## config.mk

```make
export PLATFORM = sky130hd
export DESIGN_NAME = sprite_animator
export DESIGN_NICKNAME = d
export VERILOG_FILES = /design/src/rtl/sprite_animator.sv
export SDC_FILE = /design/constraint.sdc
export NUM_CORES = 1
export LEC_CHECK = 0
export ABC_AREA = 1
export ABC_CLOCK_PERIOD_IN_PS = 2990
export CAP_MARGIN = 20
export CORE_ASPECT_RATIO = 2
export CORE_MARGIN = 2
export CORE_UTILIZATION = 40
export CTS_CLUSTER_SIZE = 30
export DETAILED_ROUTE_END_ITERATION = 10
export PLACE_DENSITY = 0.65
export SLEW_MARGIN = 25
export SYNTH_ARGS = -nofsm -noshare
export SYNTH_HDL_FRONTEND = slang
export SYNTH_SLANG_ARGS = --single-unit
```

## constraint.sdc

```tcl
create_clock -name clock -period 2.99 [get_ports clock]
set_input_delay 0.598 -clock clock [delete_from_list [all_inputs] [get_ports clock]]
set_output_delay 0.598 -clock clock [all_outputs]
set_load 0.01 [all_outputs]
```

## src/rtl/sprite_animator.sv

```systemverilog
`default_nettype none
// ============================================================================
// Module   : sprite_animator
// Brief    : Raster-to-ROM address mapping, per-frame animation sequencing and
//            two-stage compositing of the sprite pixel over the background.
// Revision : 1.0  initial release
// ============================================================================
module sprite_animator #(
  parameter int          WIDTH       = 40,
  parameter int          HEIGHT      = 20,
  parameter int          LOG_FRAMES  = 3,
  parameter int          NUM_FRAMES  = 8,
  parameter int          FRAME_DIV   = 4,
  parameter logic [11:0] TRANSPARENT = 12'h000
) (
  input  logic                  clock,
  input  logic                  reset,
  input  logic [10:0]           hcount,
  input  logic [9:0]            vcount,
  input  logic                  vsync,
  input  logic [10:0]           sprite_x,
  input  logic [9:0]            sprite_y,
  input  logic [2:0]            s_type_in,
  input  logic                  anim_en,
  input  logic                  pingpong,
  input  logic [11:0]           bg_pixel,
  output logic [5:0]            rom_x,
  output logic [4:0]            rom_y,
  output logic [LOG_FRAMES-1:0] rom_frame,
  output logic [2:0]            rom_s_type,
  input  logic [11:0]           rom_pixel,
  output logic [11:0]           pixel_out,
  output logic                  in_sprite
);

  localparam int DIV_W = (FRAME_DIV > 1) ? $clog2(FRAME_DIV) : 1;

  localparam logic [DIV_W-1:0]      C_DIV_LAST     = DIV_W'(FRAME_DIV - 1);
  localparam logic [LOG_FRAMES-1:0] C_FRAME_LAST   = LOG_FRAMES'(NUM_FRAMES - 1);
  localparam logic [LOG_FRAMES-1:0] C_FRAME_PENULT = LOG_FRAMES'(NUM_FRAMES - 2);
  localparam logic [LOG_FRAMES-1:0] C_FRAME_ONE    = LOG_FRAMES'(1);
  localparam logic [11:0]           C_WIDTH        = 12'(WIDTH);
  localparam logic [10:0]           C_HEIGHT       = 11'(HEIGHT);

  typedef enum logic [0:0] {
    FWD = 1'b0,
    REV = 1'b1
  } anim_state_t;

  logic                  vsync_q, vsync_d;
  logic                  frame_start;
  logic [10:0]           sprite_x_q, sprite_x_d;
  logic [9:0]            sprite_y_q, sprite_y_d;
  logic [2:0]            s_type_q, s_type_d;
  logic [DIV_W-1:0]      div_q, div_d;
  logic [LOG_FRAMES-1:0] frame_q, frame_d;
  anim_state_t           state_q, state_d;
  logic                  step;

  logic [11:0]           dx;
  logic [10:0]           dy;
  logic [5:0]            rom_x_q, rom_x_d;
  logic [4:0]            rom_y_q, rom_y_d;
  logic                  inbox_q, inbox_d;
  logic [11:0]           bg_q, bg_d;
  logic                  opaque;
  logic [11:0]           pixel_q, pixel_d;
  logic                  in_sprite_q, in_sprite_d;

  // Falling edge of vsync, observed one pixel clock late.
  assign frame_start = vsync_q & ~vsync;

  always_comb begin
    vsync_d    = vsync;
    sprite_x_d = sprite_x_q;
    sprite_y_d = sprite_y_q;
    s_type_d   = s_type_q;
    if (frame_start) begin
      sprite_x_d = sprite_x;
      sprite_y_d = sprite_y;
      s_type_d   = s_type_in;
    end
  end

  always_comb begin
    div_d   = div_q;
    frame_d = frame_q;
    state_d = state_q;
    step    = 1'b0;
    if (frame_start && anim_en) begin
      if (div_q == C_DIV_LAST) begin
        div_d = '0;
        step  = 1'b1;
      end else begin
        div_d = div_q + 1'b1;
      end
    end
    if (step) begin
      case (state_q)
        FWD: begin
          if (frame_q == C_FRAME_LAST) begin
            if (pingpong) begin
              frame_d = C_FRAME_PENULT;
              state_d = REV;
            end else begin
              frame_d = '0;
            end
          end else begin
            frame_d = frame_q + 1'b1;
          end
        end
        REV: begin
          // Leaving pingpong mode mid-bounce restarts the loop from frame 0.
          if (!pingpong) begin
            frame_d = '0;
            state_d = FWD;
          end else if (frame_q == '0) begin
            frame_d = C_FRAME_ONE;
            state_d = FWD;
          end else begin
            frame_d = frame_q - 1'b1;
          end
        end
        default: state_d = FWD;
      endcase
    end
  end

  always_comb begin
    dx      = {1'b0, hcount} - {1'b0, sprite_x_q};
    dy      = {1'b0, vcount} - {1'b0, sprite_y_q};
    inbox_d = !dx[11] && !dy[10] && (dx < C_WIDTH) && (dy < C_HEIGHT);
    rom_x_d = inbox_d ? dx[5:0] : 6'd0;
    rom_y_d = inbox_d ? dy[4:0] : 5'd0;
    bg_d    = bg_pixel;
  end

  always_comb begin
    opaque      = inbox_q && (rom_pixel != TRANSPARENT);
    pixel_d     = opaque ? rom_pixel : bg_q;
    in_sprite_d = opaque;
  end

  always_ff @(posedge clock or posedge reset) begin
    if (reset) begin
      vsync_q     <= 1'b0;
      sprite_x_q  <= '0;
      sprite_y_q  <= '0;
      s_type_q    <= '0;
      div_q       <= '0;
      frame_q     <= '0;
      state_q     <= FWD;
      rom_x_q     <= '0;
      rom_y_q     <= '0;
      inbox_q     <= 1'b0;
      bg_q        <= '0;
      pixel_q     <= '0;
      in_sprite_q <= 1'b0;
    end else begin
      vsync_q     <= vsync_d;
      sprite_x_q  <= sprite_x_d;
      sprite_y_q  <= sprite_y_d;
      s_type_q    <= s_type_d;
      div_q       <= div_d;
      frame_q     <= frame_d;
      state_q     <= state_d;
      rom_x_q     <= rom_x_d;
      rom_y_q     <= rom_y_d;
      inbox_q     <= inbox_d;
      bg_q        <= bg_d;
      pixel_q     <= pixel_d;
      in_sprite_q <= in_sprite_d;
    end
  end

  assign rom_x      = rom_x_q;
  assign rom_y      = rom_y_q;
  assign rom_frame  = frame_q;
  assign rom_s_type = s_type_q;
  assign pixel_out  = pixel_q;
  assign in_sprite  = in_sprite_q;

endmodule
`default_nettype wire

```

==> summary.md, run 1 <==
| Metric | Value |
|---|---|
| Unrepaired setup endpoints after global routing | no |
| Synth async-reset ratio | 100% |
| CP Buf/Inv Count | 3 |
| Largest stage delay on the critical path | 0.41 ns |
| Maximum VDD drop | 0.316 mV |
| Post-CTS setup buffers | 0 |
| Final slew viol count | 0 |
| Mux contribution to synthesized area | 0.304% |
| Layout Cell Area excl Fill | 5180 µm² |
| Final setup vio count | 0 |
| Yosys top cell by area | dfrtp_1 |
| Fin Setup TNS | 0 ns |
| NumNets Final | 694 |
| Area delta synth->final | 40.0% |
| R2R Setup Slk | 0.81 ns |
| Setup CP Type | input port to flop |
| Number of global-route vias before repair | 3311 |
| Top cells by count, synth | nand2_1, inv_1, dfrtp_1, nor2_1, ha_1 |
| Clock Path Buffers | 2 |
| Xor/xnor share of the synthesized area | 0.473% |
| Seq/Total Area, Yosys | 46.0% |
| Post-CTS sizing | 0 |
| R2r worst-path depth | 14 |
| Worst-path cell chain | clkdlybuf4s50_1 -> inv_1 -> ha_1 -> inv_1 -> fa_1 -> nand2_1 -> nand2_2 -> nand3b_1 -> nand2_1 -> nor2_1 -> nor2_1 -> nor2_1 -> nand2_1 -> nor2_2 -> nand3_2 -> nor2_1 |
| Final Hold Fails | 0 |
| Placed cell area | 4880 µm² |
| Worst EP required | 3.23 ns |
| CP max stage cell | clkdlybuf4s50_1 |
| # DRC | 0 |
| Iteration-0 DRC Markers | 186 |
| Number of cells on the worst hold path | 2 |
| IO Pins | 104 |
| DIE AREA | 10100 µm² |
| Arrival time at the worst endpoint | 2.79 ns |
| CTS Buf Count | 9 |
| CTS tree | yes |
| Top_reg_cell synth | dfrtp_1 |
| Simple-gate share of the synthesized area | 28.1% |
| Final Core Density | 57.5% |
| Avg Inst Size Synth | 7.73 µm² |
| Post-synth EDFFs | 0 |
| Initial antenna violation count | 0 |
| Router iterations before antenna repair | 4 |
| GR Overflow Total | 0 |
| Clk pin slew, worst setup/hold paths | 0.05 ns |
| Distinct cells, synth | 28 |
| Worst rel slew slack | 55.0% |
| Setup Skew | 0.00837 ns |
| Total Power | 3.01 mW |
| Reg2Reg Capture Point | rom_y[4] |
| DIE WIDTH | 72.0 µm |
| H-tree depth | 3 |
| PortBufs | 103 |
| CP startpoint kind | input port |
| Initial core utilization | 41.1% |
| Largest family of logic cells by synthesized area | simple AND/OR/NAND/NOR gates |
| # diodes | 0 |
| DP HPWL | 7480 µm |
| Tcrit/Tclk final | 85.2% |
| Status | finished clean |
| Footprint of the multi-input gates | 1670 µm² |
| GRT Total Usage | 19.1% |
| Worst-margin pin slew | 0.674 ns |
| Placeable Area | 9010 µm² |
| Post-synthesis compound-gate area fraction | 6.12% |
| Setup crit start | hcount[0] |
| Crit end category | flop |
| Count leader, synth | nand2_1 |
| CP dominant cell by count | nor2_1 |
| CP delay by family, top | simple AND/OR/NAND/NOR gates |
| Routed vias | 3379 |
| Tmin final | 2.55 ns |
| Clk sinks | 68 |
| Clk Latency, worst-skew pair | 0.33 ns |
| Max Fanout on Critical Path | 12 |
| Max Freq | 0.392 GHz |
| PD cells | 582 nW/µm² |
| Mapped Cells | 479 |
| Flip-flop and latch area | 1700 µm² |
| Top cell type's share of synthesized area | 46.0% |
| Die H | 140 µm |
| Antenna Violating Nets Remaining | 0 |
| Fill cells | 838 |
| Layout cells sized above 1 | 5.37% |
| Root buffer cell | clkbuf_16 |
| Vias per cell | 4.84 |
| Global-route wire length before repair | 14900 µm |
| RePlAce Congestion | 0.877 |
| WP depth | 16 |
| # rows | 49 |
| Area of the mapped netlist | 3700 µm² |
| Syn_nets | 582 |
| Adder-cell area share of the yosys netlist | 10.2% |
| Setup crit end | rom_y[4] |
| Hold buffers post-CTS | 0 |
| Yosys warnings | 0 |
| Largest net degree at the start of global routing | 38 |
| Top cells by area, synth | dfrtp_1, nand2_1, ha_1, inv_1, nor2_1 |
| Final Routed Wirelength | 9280 µm |
| Min Hold Slack | 0.445 ns |
| R2R Path Start | sprite_x_q[0] |
| Synthesis-stage register bit count | 68 |
| Wire length per cell | 13.3 µm |
| Max cap viols | 0 |
| Min-Delay Path Class | flop to flop |
| Leakage dissipation | 2.67 nW |
sequential cells by signal (all words and copies together) (netlist names):
| register | count |
|---|---|
| rom_frame | 3 |
| sprite_y_q | 10 |
| bg_q | 12 |
| rom_y | 5 |
| state_q | 1 |
| vsync_q | 1 |
| in_sprite | 1 |
| rom_s_type | 3 |
| inbox_q | 1 |
| div_q | 2 |
| sprite_x_q | 11 |
| pixel_out | 12 |
| rom_x | 6 |
metal layers:
metal / up-vias / share of wire (%) / track usage (%)
met1: 1531 / 36 / 19.8
met5: - / 0 / 0
met2: 111 / 55 / 35.1
met3: 24 / 4.5 / 3.17
li1: 1713 / - / -
met4: 0 / 4.3 / 10.1
worst min-delay path: cells and delay by family, from the launching register on:
family | cells | cell delay (ns)
AND/OR/NAND/NOR | 2 | 0.10
flip-flops | 1 | 0.32
cell type report:
class | instances | area share [%]
multi-input cells | 326 | 32.3
clock inverters | 7 | 1.47
clock buffers | 9 | 4.35
well taps | 102 | 2.46
flip-flops and latches | 68 | 32.8
repair buffers | 109 | 21.0
inverters | 77 | 5.58
placed cells by master (no fill, tap or decap), drive strengths merged, types with 3 or more instances in the layout:
cell / Yosys / routed
dfrtp: 68 / 68
ha: 27 / 27
clkbuf: 7 / 9
nor2: 35 / 35
nand3b: 6 / 6
clkinv: 1 / 4
nand3: 26 / 26
nor4: 3 / 3
buf: 1 / 6
a21oi: 12 / 12
inv: 76 / 77
nand4: 3 / 3
o21ai: 24 / 24
nand2: 177 / 177
clkdlybuf4s50: 0 / 103
power breakdown:
part | internal, mW | leakage [nW] | switching (mW) | total [mW]
combinational | 0.399 | 1.68 | 0.496 | 0.894
clock | 0.649 | 0.142 | 0.402 | 1.05
sequential | 1.02 | 0.838 | 0.0520 | 1.07
cell families (layout without fill, tap and decap cells):
| kind of cell | Yosys count | after routing |
|---|---|---|
| flops | 68 | 68 |
| mux | 1 | 1 |
| buf+inv | 85 | 202 |
| compound gates | 42 | 42 |
| simple gates | 252 | 252 |
| fa+ha+maj | 29 | 29 |
| xor+xnor | 2 | 2 |
through the flow:
stage | setup slack (ns) | std cells
after detailed placement | 0.100 | 682
after global routing | 0.188 | 698
final | 0.442 | 698
after global placement | 0.152 | 682
after floorplan | 0.680 | 479
after CTS | 0.419 | 698
how the worst min path moves through the flow:
stage                  from           end
finish              bg_q[1]  pixel_out[1]
global route        bg_q[1]  pixel_out[1]
floorplan           bg_q[0]  pixel_out[0]
CTS                 bg_q[1]  pixel_out[1]
global placement    bg_q[3]  pixel_out[3]
detailed placement  bg_q[1]  pixel_out[1]
Note: power is estimated with default switching activity, not from simulation.
==> inputs of run 2 (changes only) <==
CTS_CLUSTER_DIAMETER = 200   (was not set)
==> results of run 2 <==
The final DEF is identical to that of run 1; final timing and power are the same.
==> inputs of run 3 (changes only) <==
ABC_AREA = not set   (was 1)
==> run 3 against run 2 <==
Effect of this change:
- maximum frequency shrank 12%
- combinational power grew 31%
- clock-buffer cell count is the same
- global-route usage grew 0.63 points
- first-iteration DRC count shrank 44%
- core utilization grew 5.4 points
- die area grew 1.2%
- clock skew shrank 0.0013 ns
- final cell count shrank 9.3%
- power grew 11%
- highest routed layer unchanged
- sequential cell count is the same
==> summary.md, run 3 <==
| Metric | Value |
|---|---|
| Status | finished clean |
| Number of global-route vias before repair | 3489 (+5.4%) |
| CP max stage cell | or4_4 |
| Clk Latency, worst-skew pair | 0.33 ns (about the same) |
| Synthesis-stage register bit count | 68 (unchanged) |
| Router iterations before antenna repair | 4 (unchanged) |
| Max Fanout on Critical Path | 7 (-5) |
| Top cell type's share of synthesized area | 45.4% (-0.58 points) |
| Fin Setup TNS | 0 ns (unchanged) |
| Max cap viols | 0 (unchanged) |
| IO Pins | 104 (unchanged) |
| Initial antenna violation count | 0 (unchanged) |
| # DRC | 0 (unchanged) |
| Wire length per cell | 15.4 µm (+16%) |
| CP startpoint kind | input port |
| Clk pin slew, worst setup/hold paths | 0.05 ns (about the same) |
| Placed cell area | 5280 µm² (+8.1%) |
| RePlAce Congestion | 0.839 (-4.3%) |
| Final Routed Wirelength | 9780 µm (+5.4%) |
| Layout Cell Area excl Fill | 5830 µm² (+12%) |
| Final slew viol count | 0 (unchanged) |
| Antenna Violating Nets Remaining | 0 (unchanged) |
| Layout cells sized above 1 | 25.9% (+21 points) |
| Crit end category | flop |
| Setup CP Type | input port to flop |
| Footprint of the multi-input gates | 1950 µm² (+16%) |
| Fill cells | 764 (-8.8%) |
| DRT met1 WL | 3210 µm (-4.4%) |
| Count leader, synth | dfrtp_1 |
| Largest net degree at the start of global routing | 29 (-24%) |
| Root buffer cell | clkbuf_16 |
| Reg2Reg Capture Point | rom_x[5] |
| Min-Delay Path Class | flop to flop |
| GRT Total Usage | 19.7% (+0.63 points) |
| Worst-path cell chain | clkdlybuf4s50_1 -> ha_1 -> nor2b_4 -> a221oi_2 -> o311ai_2 -> a21oi_2 -> o2111ai_2 -> or4_4 -> buf_12 -> nor3_4 |
| Min Hold Slack | 0.478 ns (+0.0324 ns) |
| Initial core utilization | 40.5% (-0.58 points) |
| Final setup vio count | 0 (unchanged) |
| Worst rel slew slack | 58.0% (+3.0 points) |
| Largest stage delay on the critical path | 0.60 ns (+0.19 ns) |
| Tmin final | 2.90 ns (+0.355 ns) |
| Yosys warnings | 0 (unchanged) |
| Worst Slack Setup Final | 0.0866 ns (-0.355 ns) |
| Arrival time at the worst endpoint | 3.15 ns (+0.36 ns) |
| Top sig layer | met4 |
| Place WS | -0.478 ns (-0.578 ns) |
| Setup Skew | 0.00707 ns (-0.00131 ns) |
| PD cells | 574 nW/µm² (-1.3%) |
| Max Freq | 0.344 GHz (-12%) |
| CTS Buf Count | 9 (unchanged) |
| Avg Inst Size Synth | 10.4 µm² (+35%) |
| Global-route wire length before repair | 15600 µm (+4.9%) |
| R2R Setup Slk | 0.27 ns (-0.54 ns) |
| Clock Path Buffers | 2 (unchanged) |
| Post-synth EDFFs | 0 (unchanged) |
| Detail Route met2 WL | 5870 µm (+15%) |
| Most frequent cells in the layout | clkdlybuf4s50_1, dfrtp_1, buf_4 |
| Placeable Area | 9260 µm² (+2.7%) |
| Worst-margin pin slew | 0.628 ns (-0.0456 ns) |
| NumNets Final | 628 (-9.5%) |
| Routed vias | 3260 (-3.5%) |
| PortBufs | 103 (unchanged) |
| Top cells by area, synth | dfrtp_1, ha_1, mux2_2, inv_1, o21ai_0 |
| Top cells by count, synth | dfrtp_1, inv_1, o21ai_0, ha_1, nand2_1 |
| Number of cells on the worst hold path | 1 (-1) |
| Most common cell after layout, fill and taps aside | clkdlybuf4s50_1 |
| Finished Layout Cells | 633 (-9.3%) |
| Total Power | 3.34 mW (+11%) |
| Setup crit end | rom_x[5] |
| Final Core Density | 62.9% (+5.4 points) |
| Maximum VDD drop | 0.332 mV (+5.1%) |
| Setup crit start | vcount[7] |
| GR Overflow Total | 0 (unchanged) |
| Final Hold Fails | 0 (unchanged) |
| Area of the mapped netlist | 3750 µm² (+1.3%) |
| Top_reg_cell synth | dfrtp_1 |
| Seq/Total Area, Yosys | 45.4% (-0.58 points) |
| R2r worst-path depth | 11 (-3) |
| Cells after DPL | 610 (-11%) |
| # diodes | 0 (unchanged) |
| DIE WIDTH | 72.5 µm (+0.60%) |
| Synth async-reset ratio | 100% (unchanged) |
| Tcrit/Tclk final | 97.1% (+12 points) |
| Iteration-0 DRC Markers | 105 (-44%) |
| R2R Path Start | sprite_y_q[0] |
| Syn_nets | 462 (-21%) |
| Clk sinks | 68 (unchanged) |
| Die H | 141 µm (+0.62%) |
| Area delta synth->final | 55.4% |
| Flip-flop and latch area | 1700 µm² (unchanged) |
| Yosys top cell by area | dfrtp_1 |
| DP HPWL | 7700 µm (+3.0%) |
| Mapped Cells | 359 (-25%) |
| DIE AREA | 10200 µm² (+1.2%) |
| Met3 wire length | 432 µm (+2.6%) |
| Leakage dissipation | 2.68 nW (+0.72%) |
| Distinct cells, synth | 55 (+96%) |
| # rows | 50 (+2.0%) |
| Vias per cell | 5.15 (+6.4%) |
| CTS tree | yes |
| H-tree depth | 3 (unchanged) |
| Worst EP required | 3.24 ns (about the same) |
-- run 3: logic make-up (layout without fill, tap and decap cells) --
| logic type | after synthesis | in the layout | synth area share (%) |
|---|---|---|---|
| DFF | 68 | 68 | 45.4 |
| AOI/OAI and AO/OA | 92 | 92 | 16.6 |
| and+or+nand+nor | 84 | 84 | 12.6 |
| buffers and inverters | 56 | 226 | 6.78 |
| muxes | 20 | 20 | 6.04 |
| xor gates and xnor gates | 10 | 10 | 2.54 |
| adders and majority gates | 29 | 29 | 10.1 |
-- run 3: cell type report --
cell class | count | area share (%)
clock buffer | 9 | 3.87
sequential | 68 | 29.2
timing repair buffer | 169 | 27.0
inverter | 42 | 2.71
clock inverter | 6 | 1.55
tap | 104 | 2.23
multi-input combinational | 235 | 33.4
-- run 3: timing repair --
| item | 4_1_cts | 5_1_grt |
|---|---|---|
| setup buffers | 5 | 2 |
| hold buffers | 0 | 0 |
| setup endpoints to repair | 12 | 12 |
| cloned | 1 | 0 |
| gates resized for setup | 14 | 27 |
| pin swaps | 19 | 20 |
-- run 3: worst min path at each step --
stage	startpoint	slack, ns	end
2_1_floorplan	inbox_q	0.45	pixel_out[3]
3_3_place_gp	bg_q[10]	0.46	pixel_out[10]
3_5_place_dp	bg_q[6]	0.47	pixel_out[6]
4_1_cts	bg_q[0]	0.48	pixel_out[0]
5_1_grt	bg_q[0]	0.49	pixel_out[0]
6_report	bg_q[0]	0.48	pixel_out[0]
-- run 3: power by group --
group	switching, mW	internal [mW]
Clock	0.390	0.726
Sequential	0.0466	1.01
Combinational	0.562	0.605
-- run 3: per-layer routing --
layer | GRT usage, % | up-vias
li1 | - | 1595
met1 | 17.4 | 1562
met2 | 40.2 | 87
met3 | 3.79 | 16
met4 | 8.38 | 0
met5 | 0 | -
-- run 3: critical path: cells and delay by family --
| family | cells | cell delay, ns |
|---|---|---|
| and+or+nand+nor | 3 | 0.91 |
| buffers and inverters | 2 | 0.60 |
| AOI/OAI and AO/OA | 4 | 0.71 |
| adders and majority gates | 1 | 0.31 |
